$ cat src/rtl/mem_defs.sv
// Shared definitions for the mem_resp memory block: data and counter widths,
// init pattern prefix and FSM state encodings.
package mem_defs;

    localparam int DATA_W = 32;
    localparam int CNT_W  = 16;

    localparam logic [15:0]      INIT_PREFIX = 16'hA5A5;
    localparam logic [CNT_W-1:0] CNT_MAX     = '1;

    typedef enum logic {
        ST_INIT = 1'b0,
        ST_RUN  = 1'b1
    } state_t;

    // Pattern word written to index idx during initialisation.
    function automatic logic [DATA_W-1:0] init_word(input logic [15:0] idx);
        return {INIT_PREFIX, idx};
    endfunction

endpackage

$ cat src/rtl/mem_resp_array.sv
// Word storage for mem_resp: DEPTH x DATA_W, synchronous write,
// combinational (zero-latency) read.
module mem_resp_array
    import mem_defs::*;
#(
    parameter int DEPTH = 4,
    parameter int AW    = 2
) (
    input  logic              clk,
    input  logic              we,
    input  logic [AW-1:0]     waddr,
    input  logic [DATA_W-1:0] wdata,
    input  logic [AW-1:0]     raddr,
    output logic [DATA_W-1:0] rdata
);

    logic [DATA_W-1:0] mem [DEPTH];

    // Store write data at the rising edge; reads see the old value until then.
    // NOTE: storage has no reset on purpose -- clearing a RAM array would force
    // it into flops; contents are defined only by the init sequence or by writes.
    always_ff @(posedge clk) begin
        if (we) begin
            mem[waddr] <= wdata;
        end
    end

    assign rdata = mem[raddr];

endmodule

$ cat src/rtl/mem_resp.sv
// mem_resp: word-addressed memory with address decode, sticky write-error
// flag, saturating accepted-write counter and an optional power-up
// initialisation sequence.
// Build option: define MEM_RESP_INIT_EN to fill storage with the pattern
// {16'hA5A5, index} after reset before accepting accesses; without it the
// block is ready straight out of reset and contents are undefined until written.
module mem_resp
    import mem_defs::*;
#(
    parameter int DEPTH = 4
) (
    input  logic        clk,
    input  logic        nrst,
    input  logic        wr_en,
    input  logic [31:0] addr,
    input  logic [31:0] data_in,
    output logic [31:0] data_out,
    output logic        ready,
    output logic        err,
    output logic [15:0] wr_cnt
);

    localparam int AW = $clog2(DEPTH);

    logic [AW-1:0]     word_idx;
    logic              addr_ok;
    logic              wr_ok;
    logic              wr_bad;
    logic              mem_we;
    logic [AW-1:0]     mem_waddr;
    logic [DATA_W-1:0] mem_wdata;
    logic [DATA_W-1:0] mem_rdata;

    // An access is legal only when word-aligned and inside the array; any
    // set bit above the array range makes it out of range.
    assign word_idx = addr[AW+1:2];
    assign addr_ok  = (addr[1:0] == 2'b00) && ((addr >> (AW + 2)) == 32'd0);
    assign wr_ok    = wr_en && ready && addr_ok;
    assign wr_bad   = wr_en && ready && !addr_ok;

`ifdef MEM_RESP_INIT_EN
    state_t        state;
    logic [AW-1:0] init_idx;

    // Init FSM: walk every index once, then enter RUN; ready is registered
    // alongside the state so it rises on the edge that writes the last word.
    always_ff @(posedge clk or negedge nrst) begin
        if (!nrst) begin
            state    <= ST_INIT;
            init_idx <= '0;
            ready    <= 1'b0;
        end else begin
            case (state)
                ST_INIT: begin
                    init_idx <= init_idx + AW'(1);
                    if (init_idx == AW'(DEPTH - 1)) begin
                        state <= ST_RUN;
                        ready <= 1'b1;
                    end
                end
                ST_RUN:  ;
                default: begin
                    state <= ST_INIT;
                    ready <= 1'b0;
                end
            endcase
        end
    end

    // Write port mux: the init sequence owns the port until RUN; user writes
    // cannot collide because wr_ok needs ready.
    always_comb begin
        mem_we    = wr_ok;
        mem_waddr = word_idx;
        mem_wdata = data_in;
        if (state == ST_INIT) begin
            mem_we    = 1'b1;
            mem_waddr = init_idx;
            mem_wdata = init_word(16'(init_idx));
        end
    end
`else
    // No init sequence: accesses are accepted straight out of reset.
    always_ff @(posedge clk or negedge nrst) begin
        if (!nrst) begin
            ready <= 1'b1;
        end else begin
            ready <= 1'b1;
        end
    end

    assign mem_we    = wr_ok;
    assign mem_waddr = word_idx;
    assign mem_wdata = data_in;
`endif

    // Sticky error on rejected writes and saturating count of accepted writes.
    // NOTE: sequential state uses non-blocking assignments so every flop samples
    // pre-edge values regardless of statement order.
    always_ff @(posedge clk or negedge nrst) begin
        if (!nrst) begin
            err    <= 1'b0;
            wr_cnt <= '0;
        end else begin
            if (wr_bad) begin
                err <= 1'b1;
            end
            if (wr_ok && (wr_cnt != CNT_MAX)) begin
                wr_cnt <= wr_cnt + 16'd1;
            end
        end
    end

    mem_resp_array #(
        .DEPTH (DEPTH),
        .AW    (AW)
    ) u_array (
        .clk   (clk),
        .we    (mem_we),
        .waddr (mem_waddr),
        .wdata (mem_wdata),
        .raddr (word_idx),
        .rdata (mem_rdata)
    );

    // Reads are combinational and return zero for any illegal access or
    // while the memory is not ready.
    assign data_out = (ready && addr_ok) ? mem_rdata : 32'h0;

endmodule
$ cat config.mk
export PLATFORM = sky130hd
export DESIGN_NAME = mem_resp
export DESIGN_NICKNAME = d
export VERILOG_FILES = /design/src/rtl/mem_defs.sv /design/src/rtl/mem_resp_array.sv /design/src/rtl/mem_resp.sv
export SDC_FILE = /design/constraint.sdc
export NUM_CORES = 1
export LEC_CHECK = 0
export ABC_AREA = 1
export CORE_ASPECT_RATIO = 2
export CORE_UTILIZATION = 52
export DETAILED_ROUTE_END_ITERATION = 7
export GPL_ROUTABILITY_DRIVEN = 0
export PLACE_DENSITY = 0.8
export RECOVER_POWER = 100
export SLEW_MARGIN = 20
export SYNTH_ARGS = -nofsm -noshare
export SYNTH_HDL_FRONTEND = slang
export SYNTH_SLANG_ARGS = --single-unit
export TNS_END_PERCENT = 1
$ cat constraint.sdc
create_clock -name clk -period 1.7 [get_ports clk]
set_input_delay 0.34 -clock clk [delete_from_list [all_inputs] [get_ports clk]]
set_output_delay 0.34 -clock clk [all_outputs]
set_load 0.01 [all_outputs]
* Yosys cells after proc, flatten, opt, wreduce, memory -nomap -nowiden
Memory sizes are Yosys's and may differ from the RTL's. Index checks and enable logic that the tools add are counted.
Word-level totals: bits of input ports 67, logic and storage cells 15, memory bits (writable) 128, register bits 17, output and inout port bits 50, memories 1
Operators by class: add/sub/neg operators 1, reductions and logical operators 7, muxes and demuxes 3, equality and inequality tests 1
Memories:
- u_array.mem | words 4, width 32, read ports 1, clocked after memory_dff 0, wr ports 1, line mem_resp_array.sv:17 | logic [DATA_W-1:0] mem [DEPTH];
Operators by type and width (count):
- logical NOT 32 bit | 1
- 2-to-1 mux 32 bit | 1
- adder 16 x 1 -> 16 bit (second input constant) | 1
- inequality test 16 bit (second input constant) | 1
- logical AND 1 bit | 4
- logical NOT 2 bit | 1
- 2-to-1 mux 1 bit | 2
- logical NOT 1 bit | 1

* Depth between registers and ports, before layout
Gate-level depths: netlist (run 1).
depth after elaboration 5, mapped depth 9, depth with buffers taken out 8

* By module
Synthesis (run 1) repeated with hierarchy kept, for this count alone.
Second synthesis, totals: cells, all modules 751, area total of the unflattened synthesis 6907.9 sq um
By module, submodules not included:
- mem_resp_array | times used 1, sequential area each 3843.7 sq um, cells each 509, area an instance 5437.7 sq um
- mem_resp | times used 1, sequential area each 425.4 sq um, cells each 242, area an instance 1470.2 sq um

* Worst setup path before layout (run 1)
No wires, ideal clock.
kind input port to flip-flop, start point input addr[1], end point memory u_array.mem[0][0] (enable), arrival 2.409 ns, stages 7, buffers on the path 1, library setup time 0.416 ns, required time 1.284 ns, setup slack -1.124 ns, cells stage by stage or2_1 -> nor2_2 -> nand2_2 -> nor2_8 -> buf_6 -> nand2_4 -> nor3_2
Between the ends: cells in the longest elaborated chain, start to end 5
Ends and longest elaborated chain:
- start, declared | line mem_resp.sv:15 | input logic [31:0] addr,
- logical NOT 2 bit | line mem_resp.sv:37 | assign addr_ok = (addr[1:0] == 2'b00) && ((addr >> (AW + 2)) == 32'd0);
- logical AND 1 bit | line mem_resp.sv:37
- logical AND 1 bit | line mem_resp.sv:38 | assign wr_ok = wr_en && ready && addr_ok;
- 2-to-1 mux 1 bit | line mem_resp_array.sv:23 | if (we) begin
- 2-to-1 mux 1 bit (implied by the code) | line mem_resp_array.sv:24 | mem[waddr] <= wdata;
- end, declared | line mem_resp_array.sv:17
No other way between the ends.

* Worst setup path after layout (run 1)
start point input addr[0], end point output data_out[12]
Between the ends: cells in the longest elaborated chain, start to end 3
Ends and longest elaborated chain:
- logical NOT 2 bit | line mem_resp.sv:37
- logical AND 1 bit | line mem_resp.sv:37
- 2-to-1 mux 32 bit | line mem_resp.sv:128 | assign data_out = (ready && addr_ok) ? mem_rdata : 32'h0;
- end, declared | line mem_resp.sv:17 | output logic [31:0] data_out,
No other way between the ends.

==> results of run 1 <==
## cells in the mapped netlist, drive strengths merged, types with 2 or more instances
library cell	n	share of area (%)
xnor2	5	0.70
nand2	118	7.3
edfxtp	128	62
buf	14	1.7
a21oi	49	3.9
nand3b	2	0.24
nand3	78	6.5
nor3	5	0.90
a31oi	32	3.2
nand4	12	1.4
dfrtp	17	6.8
inv	11	0.66
clkbuf	20	1.4
nor2	33	2.6
xor2	4	0.56
## area by class of cell
type	instances	area, µm²
diodes	3	7.507
clock buffers	17	425.4
clock inverters	15	148.9
fillers	759	3177
inverters	12	55.05
multi-input cells	343	1966
flip-flops and latches	145	4277
well taps	145	181.4
repair buffers	167	1464
## per-layer routing
| metal | global-route usage (%) | wire (µm) | share of wire, % |
|---|---|---|---|
| met5 | 0 | 0 | 0 |
| met4 | 15.15 | 578 | 3.6 |
| met3 | 6.145 | 991 | 6.2 |
| met2 | 48.35 | 9156 | 57 |
| met1 | 26.95 | 5356 | 33 |
## registers in the layout (all words and copies together) (netlist names)
register	flops
err	1
u_array.mem	128
wr_cnt	16
## placed cells by master (no fill, tap or decap), types with 2 or more instances in the layout
cell | netlist | final
a31oi_1 | 32 | 29
a21oi_2 | 0 | 24
inv_8 | 0 | 4
dlygate4sd2_1 | 0 | 16
edfxtp_1 | 128 | 128
a31oi_2 | 0 | 2
nand2_1 | 115 | 111
buf_4 | 1 | 32
buf_12 | 0 | 14
buf_6 | 5 | 13
inv_1 | 10 | 9
nand3_1 | 77 | 77
nand3b_1 | 2 | 2
diode_2 | 0 | 3
xnor2_1 | 5 | 5
a21oi_4 | 0 | 4
clkinvlp_4 | 0 | 2
inv_6 | 0 | 4
nor2_4 | 2 | 3
nor2_1 | 28 | 22
buf_2 | 8 | 55
a21oi_1 | 49 | 21
nor3_4 | 1 | 5
clkbuf_16 | 0 | 17
clkdlybuf4s50_1 | 0 | 2
dfrtp_1 | 17 | 11
dfrtp_2 | 0 | 6
nand4_1 | 11 | 11
xor2_1 | 4 | 4
nand2_2 | 2 | 6
clkinv_4 | 0 | 3
dlygate4sd3_1 | 0 | 33
nor2_2 | 2 | 7
## worst max-delay path, delay by kind of cell
family	cells	cell delay [ns]
simple gates	4	0.56
buf+inv	4	0.46
compound gates	1	0.12
## through the flow
stage                     instances  setup slack (ns)  cell area, µm²  hold WS, ns  utilization [%]
after global placement          808            -1.027            7924       0.4659            67.72
after global routing            846           -0.1951            8522       0.5321            72.83
final                           847           -0.1368            8524       0.5097            72.85
after CTS                       843           -0.1114            8436       0.2684            72.09
after floorplan                 534           -0.6711            6267      0.04441                -
after detailed placement        808            -1.042            7924       0.4934            67.72
## kinds of logic after synthesis
| kind of cell | count (synthesis) |
|---|---|
| AOI/OAI and AO/OA | 83 |
| xor gates and xnor gates | 9 |
| adders and majority gates | 1 |
| buffers and inverters | 46 |
| DFF | 145 |
| other | 1 |
| and+or+nand+nor | 249 |
## how the worst max path moves through the flow
stage	to	start	slack, ns
after global placement	data_out[13]	addr[1]	-1.03
after detailed placement	data_out[13]	addr[1]	-1.04
after floorplan	u_array.mem[0][0]$_DFFE_PP_	addr[1]	-0.67
after CTS	data_out[13]	addr[0]	-0.11
final	data_out[12]	addr[0]	-0.14
after global routing	data_out[12]	u_array.mem[0][12]$_DFFE_PP_	-0.20
## power by group through the flow
stage / Combinational, mW / Clock (mW) / Sequential, mW
6_report: 0.463 / 3.62 / 3.87
5_1_grt: 0.498 / 3.82 / 3.87
4_1_cts: 0.463 / 3.64 / 3.87
3_5_place_dp: 0.468 / 0 / 3.95
3_3_place_gp: 0.450 / 0 / 3.95
2_1_floorplan: 0.167 / 0 / 3.95
## what timing repair did
action                                  CTS  global route
buffers inserted                          2             1
endpoints found under the setup margin  176           176
pin swaps                                33             8
gates resized for setup                 294            20
gates cloned                              1             0
==> results.toml, run 1 <==
[outcome]
status = "finished, violations left"
violations = "negative setup slack"

[die]
start_util_pct = 53.35
fp-row-count = 56
die_h_um = 156.9
fp.dieW_um = 79.48
ios = 117
die_area_um2 = 12470
core-area_um2 = 11700

[clock_network]
holdBufCountCts = 0
cts_buffers = 17
cts_tree = "done"
clk_path_buf_depth = 2
cts_htree_levels = 4
clock_latency_ns = 0.42
clkTransAtPathRegs_ns = 0.06
numClockSinks = 145
ctsRootBufferMaster = "clkbuf_16"

[synthesis]
yosysSeqAreaShare_pct = 68.39
ys_types = 33
postSynthAreaPerCell_um2 = 11.69
async_reset_ff_share_pct = 11.72
synthXorXnorAreaFrac_pct = 1.263
syn_area_um2 = 6242
synthSimpleGateAreaFrac_pct = 19.00
synth_compound_gate_area_share_pct = 7.336
synth_edf_count = 128
syn_nets = 602
synth_top_family_by_area = "simple AND/OR/NAND/NOR gates"
synth_top_flop_cell = "edfxtp_1"
synthMuxAreaShare_pct = 0
syn_inst = 534
ys_seq_elements = 145
synthAdderAreaFrac_pct = 0.2004
synth_warnings = 0

[power]
switchingPower_mw = 1.817
powerDensity_nw_per_um2 = 932.9
power_mw = 7.952
p_int_mw = 6.135
p_seq_share_pct = 48.7
p_leak_nw = 3.314
ir_drop_uv = 877.4
p_clk_share_pct = 45.5
combPwrFrac_pct = 5.8
switching_share_pct = 22.85

[detailed_routing]
viasPerCell = 5.813
drc = 0
antenna_left = 0
wl_um = 16080
drt-initial-drc-count = 327
wire_per_inst_um = 18.99
dr.pass1.iters = 5
vias = 4924

[hold_path]
min_to = "err$_DFFE_PN0P_"
worstHoldPathCells = 1
min-delay-start = "err$_DFFE_PN0P_"
worst_hold_path_type = "reg -> reg"

[sta]
slew_viol_final = 0
worstMarginPinSlew_ns = 0.9900
relSlewSlack_pct = 34.00
finalSetupViolCount = 32
timing.final.crit_share_pct = 108.0
fin_skew_ns = 0.002727
setup_ws_ns = -0.1368
finalHoldViolCount = 0
max_freq_mhz = 544.4
rsz0062_at_grt = "true"
post-route-min-period_ns = 1.837
fin_setup_tns_ns = -3.177

[setup_path]
start_kind = "input pin"
cp_cell_sequence = "buf_6, or2_1, nor2_2, nand2_2, nor2_8, inv_8, buf_16, a21oi_2, buf_2"
crit_type = "in -> out"
timing.reg2reg.setup_slack_ns = 0.11
cp_slowest_cell = "or2_1"
required_ns = 1.36
r2r-start = "wr_cnt[1]$_DFFE_PN0P_"
worstPathArrival_ns = 1.50
r2r_end = "wr_cnt[9]$_DFFE_PN0P_"
endpoint_kind = "output pin"
slowest_delay_ns = 0.22
worstRegToRegCells = 7
cp_max_fo = 8

[grt]
grt_pass1_vias = 4930
grt_max_degree = 33
grt_use_total_pct = 26.56
grt_pass1_wl_um = 24380
overflow = 0
antenna_found_initial = 2

[placement]
hpwl_um = 10030
portBuffers = 115

[finish]
syn_to_final_growth_pct = 36.56
layout.nets = 754
drive_gt1_share_pct = 30.19

[flow_run]
maxCapViolations = 0
Note: power is estimated with default switching activity, not from simulation.
==> run 2, diff against run 1 <==
Settings changed: REMOVE_ABC_BUFFERS from default to 1.
==> results.toml, run 2 (same netlist as run 1, synthesis figures left out) <==
[outcome]
status = "finished, violations left"
violations = "negative setup slack"

[setup_path]
timing.reg2reg.setup_slack_ns = 0.09
cp_max_fo = 20
start_kind = "input pin"
worstRegToRegCells = 7
r2r-start = "wr_cnt[0]$_DFFE_PN0P_"
endpoint_kind = "output pin"
required_ns = 1.36
crit_type = "in -> out"
r2r_end = "wr_cnt[2]$_DFFE_PN0P_"
worstPathArrival_ns = 1.58

[finish]
drive_gt1_share_pct = 28.41
largest_register_ffs = 128
mostFrequentLayoutCells = "128 x edfxtp_1, 115 x nand2_1, 77 x nand3_1"
layout.nets = 752
fin_area_um2 = 8468
top_register = "u_array.mem"
mostFrequentLayoutCell = "edfxtp_1"
syn_to_final_growth_pct = 35.66
largestRegisters = "u_array.mem x128, wr_cnt x16, err x1"

[placement]
place_area_um2 = 7874
post-place-ws_ns = -0.9672
portBuffers = 115
hpwl_um = 10320

[detailed_routing]
drt-initial-drc-count = 333
wl_um = 16360
vias = 4888
antenna_left = 0
drc = 0
dr.pass1.iters = 7
topRoutingLayerUsed = "met4"
viasPerCell = 5.798
wl_met1_um = 5485
wire_per_inst_um = 19.40
wl_met2_um = 9536
wl_met3_um = 812

[hold_path]
worstHoldPathCells = 1
min-delay-start = "err$_DFFE_PN0P_"
min_to = "err$_DFFE_PN0P_"
worst_hold_path_type = "reg -> reg"

[grt]
grt_pass1_vias = 5002
grt_use_total_pct = 27.73
grt_pass1_wl_um = 25050
grt_max_degree = 30
antenna_found_initial = 1
overflow = 0

[sta]
worstMarginPinSlew_ns = 1.027
fin_skew_ns = 0.002819
setup_ws_ns = -0.2228
max_freq_mhz = 520.1
finalHoldViolCount = 0
fin_setup_tns_ns = -6.102
rsz0062_at_grt = "true"
relSlewSlack_pct = 31.54
finalSetupViolCount = 100
timing.final.crit_share_pct = 113.1
slew_viol_final = 0
post-route-min-period_ns = 1.923

[clock_network]
clkTransAtPathRegs_ns = 0.06
clock_latency_ns = 0.42
numClockSinks = 145
cts_setup_buffers = 0
clk_path_buf_depth = 2
cts_buffers = 17
ctsRootBufferMaster = "clkbuf_16"
holdBufCountCts = 0
cts_tree = "done"
cts_htree_levels = 4

[die]
die_area_um2 = 12470
start_util_pct = 53.35
ios = 117
fp-row-count = 56
die_h_um = 156.9
fp.dieW_um = 79.48
core-area_um2 = 11700

[power]
ir_drop_uv = 889.1
power_mw = 8.299
p_leak_nw = 3.300
powerDensity_nw_per_um2 = 980.0

[flow_run]
maxCapViolations = 0
-- run 2: worst max-delay path by stage --
stage          slack, ns                           to  cells after the start  startpoint
2_1_floorplan      -1.11  u_array.mem[1][0]$_DFFE_PP_                      2     addr[2]
3_3_place_gp       -0.94                 data_out[14]                      9     addr[1]
3_5_place_dp       -0.97                 data_out[14]                      9     addr[1]
4_1_cts            -0.12                 data_out[14]                      9     addr[0]
5_1_grt            -0.25                  data_out[9]                      8     addr[3]
6_report           -0.22                  data_out[9]                      8     addr[3]
-- run 2: what timing repair did --
item                                    4_1_cts  5_1_grt
cloned                                        2        0
endpoints found under the setup margin      176      158
pin swaps                                    29        5
resized for setup                           287       22
-- run 2: layer usage --
metal  vias up  global-route usage, %
li1       2234                      -
met1      2407                  27.49
met2       205                  51.24
met3        42                  6.899
met4         0                  14.89
met5         -                      0
-- run 2: worst max-delay path: stages --
cell	delay, ns
buf_2	0.16
inv_1	0.15
buf_12	0.19
nand3_1	0.10
nand2_1	0.07
a31oi_1	0.33
a21oi_4	0.09
buf_2	0.16
-- run 2: power breakdown --
group | total (mW) | internal [mW] | switching (mW)
combinational | 0.446 | 0.188 | 0.258
sequential | 3.87 | 3.87 | 0.00000000129
clock | 3.98 | 2.48 | 1.50
total | 8.30 | 6.54 | 1.76
-- run 2: final cells by class --
| class | instances | area (µm²) |
|---|---|---|
| clock buffers | 18 | 429.2 |
| flip-flops and latches | 145 | 4269 |
| well taps | 145 | 181.4 |
| diodes | 1 | 2.502 |
| clock inverters | 14 | 203.9 |
| inverters | 12 | 52.55 |
| fillers | 768 | 3233 |
| repair buffers | 165 | 1384 |
| multi-input cells | 343 | 1946 |
-- run 2: stage by stage --
stage	utilization [%]	std cells	hold slack (ns)
finish	72.37	843	0.4812
global route	72.37	843	0.5056
CTS	71.80	842	0.2422
detailed placement	67.29	808	0.4674
global placement	67.29	808	0.4638
floorplan	-	500	0.04441
==> run 3, diff against run 2 <==
Settings changed: PLACE_DENSITY 0.8 to default, PLACE_DENSITY_LB_ADDON from default to 0.05.
==> results.toml, run 3 (same netlist as run 1, synthesis figures left out) <==
[flow_run]
maxCapViolations = 0

[placement]
placedCellCount = 802
hpwl_um = 9787
portBuffers = 115
post-place-ws_ns = -0.9523

[finish]
syn_to_final_growth_pct = 37.04
n_antenna_cell = 0
mostFrequentLayoutCell = "edfxtp_1"
mostFrequentLayoutCells = "128 x edfxtp_1, 114 x nand2_1, 77 x nand3_1"
nFillCells = 825
instances_no_fill = 838
layout.nets = 749
top_register = "u_array.mem"
drive_gt1_share_pct = 27.99
largestRegisters = "u_array.mem x128, wr_cnt x16, err x1"
largest_register_ffs = 128

[grt]
overflow = 0
grt_use_total_pct = 26.25
grt_pass1_vias = 4863
antenna_found_initial = 0
grt_pass1_wl_um = 23680
grt_max_degree = 49

[detailed_routing]
dr.pass1.iters = 4
wl_um = 15310
vias = 4733
antenna_left = 0
drt-initial-drc-count = 208
drc = 0
wire_per_inst_um = 18.27
viasPerCell = 5.648

[clock_network]
clkTransAtPathRegs_ns = 0.05
numClockSinks = 145
clk_path_buf_depth = 2
cts_buffers = 17
cts_tree = "done"
ctsRootBufferMaster = "clkbuf_16"
holdBufCountCts = 0
cts_htree_levels = 4
clock_latency_ns = 0.41

[sta]
timing.final.crit_share_pct = 110.0
relSlewSlack_pct = 32.58
slew_viol_final = 0
max_freq_mhz = 535.0
post-route-min-period_ns = 1.869
setup_ws_ns = -0.1693
finalSetupViolCount = 117
worstMarginPinSlew_ns = 1.011
fin_skew_ns = 0.004732
finalHoldViolCount = 0
rsz0062_at_grt = "true"

[setup_path]
start_kind = "input pin"
required_ns = 1.36
cp_max_fo = 7
crit_type = "in -> out"
worstPathArrival_ns = 1.53
endpoint_kind = "output pin"

[power]
combPwrFrac_pct = 5.4
p_seq_share_pct = 46.6
p_int_mw = 6.685
powerDensity_nw_per_um2 = 971.8
switching_share_pct = 19.58
ir_drop_uv = 1092
switchingPower_mw = 1.628
p_leak_nw = 3.353
p_clk_share_pct = 48.0

[die]
ios = 117
die_area_um2 = 12470
core-area_um2 = 11700
die_h_um = 156.9
fp-row-count = 56
start_util_pct = 53.35
fp.dieW_um = 79.48

[outcome]
violations = "negative setup slack"
status = "finished, violations left"

[hold_path]
worst_hold_path_type = "reg -> reg"
-- run 3: cell count changes in the layout (fill, tap and decap cells not counted), moves of 4 or more --
cell,change
dfrtp_1,-5
dfrtp_2,+5
clkinv_4,-4
a21oi_1,+4
buf_12,+6
buf_4,-4
buf_6,-4
-- run 3: layer usage --
| layer | up-vias | track usage [%] | wire length, µm |
|---|---|---|---|
| met4 | 0 | 16.36 | 574 |
| met5 | - | 0 | 0 |
| li1 | 2240 | - | - |
| met3 | 37 | 5.043 | 608 |
| met1 | 2292 | 25.64 | 5204 |
| met2 | 164 | 48.88 | 8925 |
-- run 3: timing repair --
action,CTS,global route
setup buffers,2,0
gates cloned,3,0
resized for setup,282,16
pin swaps,30,2
endpoints found under the setup margin,176,160
-- run 3: cell type report --
| cell class | count | area (µm²) | share of cell area [%] |
|---|---|---|---|
| flip-flops and latches | 145 | 4275 | 49.98 |
| multi-input cells | 343 | 1913 | 22.36 |
| well taps | 145 | 181.4 | 2.121 |
| inverters | 12 | 57.56 | 0.6728 |
| clock inverters | 13 | 209.0 | 2.443 |
| repair buffers | 162 | 1489 | 17.41 |
| clock buffers | 18 | 429.2 | 5.017 |
-- run 3: worst paths after layout --
check | start | end | slack (ns) | cells past startpoint
min reg2reg | err$_DFFE_PN0P_ | err$_DFFE_PN0P_ | 0.48 | 1
max reg2reg | wr_cnt[0]$_DFFE_PN0P_ | wr_cnt[13]$_DFFE_PN0P_ | 0.11 | 7
min | err$_DFFE_PN0P_ | err$_DFFE_PN0P_ | 0.48 | 1
min in group asynchronous | nrst | wr_cnt[15]$_DFFE_PN0P_ | 0.62 | 2
max in group asynchronous | nrst | wr_cnt[3]$_DFFE_PN0P_ | 0.39 | 2
max | addr[0] | data_out[22] | -0.17 | 9
-- run 3: per-stage QoR --
step | cell area [µm²] | power, mW | setup TNS (ns) | hold WS (ns) | utilization, %
2_1_floorplan | 6053 | 4.055 | -154.47 | 0.04441 | -
5_1_grt | 8554 | 8.548 | -14.80 | 0.4954 | 73.11
3_5_place_dp | 7891 | 4.395 | -122.72 | 0.4659 | 67.44
4_1_cts | 8506 | 8.381 | -3.137 | 0.2559 | 72.69
6_report | 8554 | 8.313 | -5.101 | 0.4793 | 73.11
3_3_place_gp | 7891 | 4.384 | -118.92 | 0.4627 | 67.44
-- run 3: critical path: stages --
cell and delay, ns:
buf_2 0.09, or2_1 0.23, nor2_2 0.12, nand2_2 0.10, nor2_8 0.15, inv_8 0.07
buf_12 0.15, a21oi_4 0.14, buf_6 0.12
-- run 3: power by group through the flow --
| stage | registers [mW] | clock network [mW] | logic (mW) |
|---|---|---|---|
| 2_1_floorplan | 3.95 | 0 | 0.104 |
| 5_1_grt | 3.87 | 4.19 | 0.488 |
| 3_3_place_gp | 3.95 | 0 | 0.435 |
| 3_5_place_dp | 3.95 | 0 | 0.446 |
| 4_1_cts | 3.88 | 4.04 | 0.463 |
| 6_report | 3.88 | 3.99 | 0.449 |
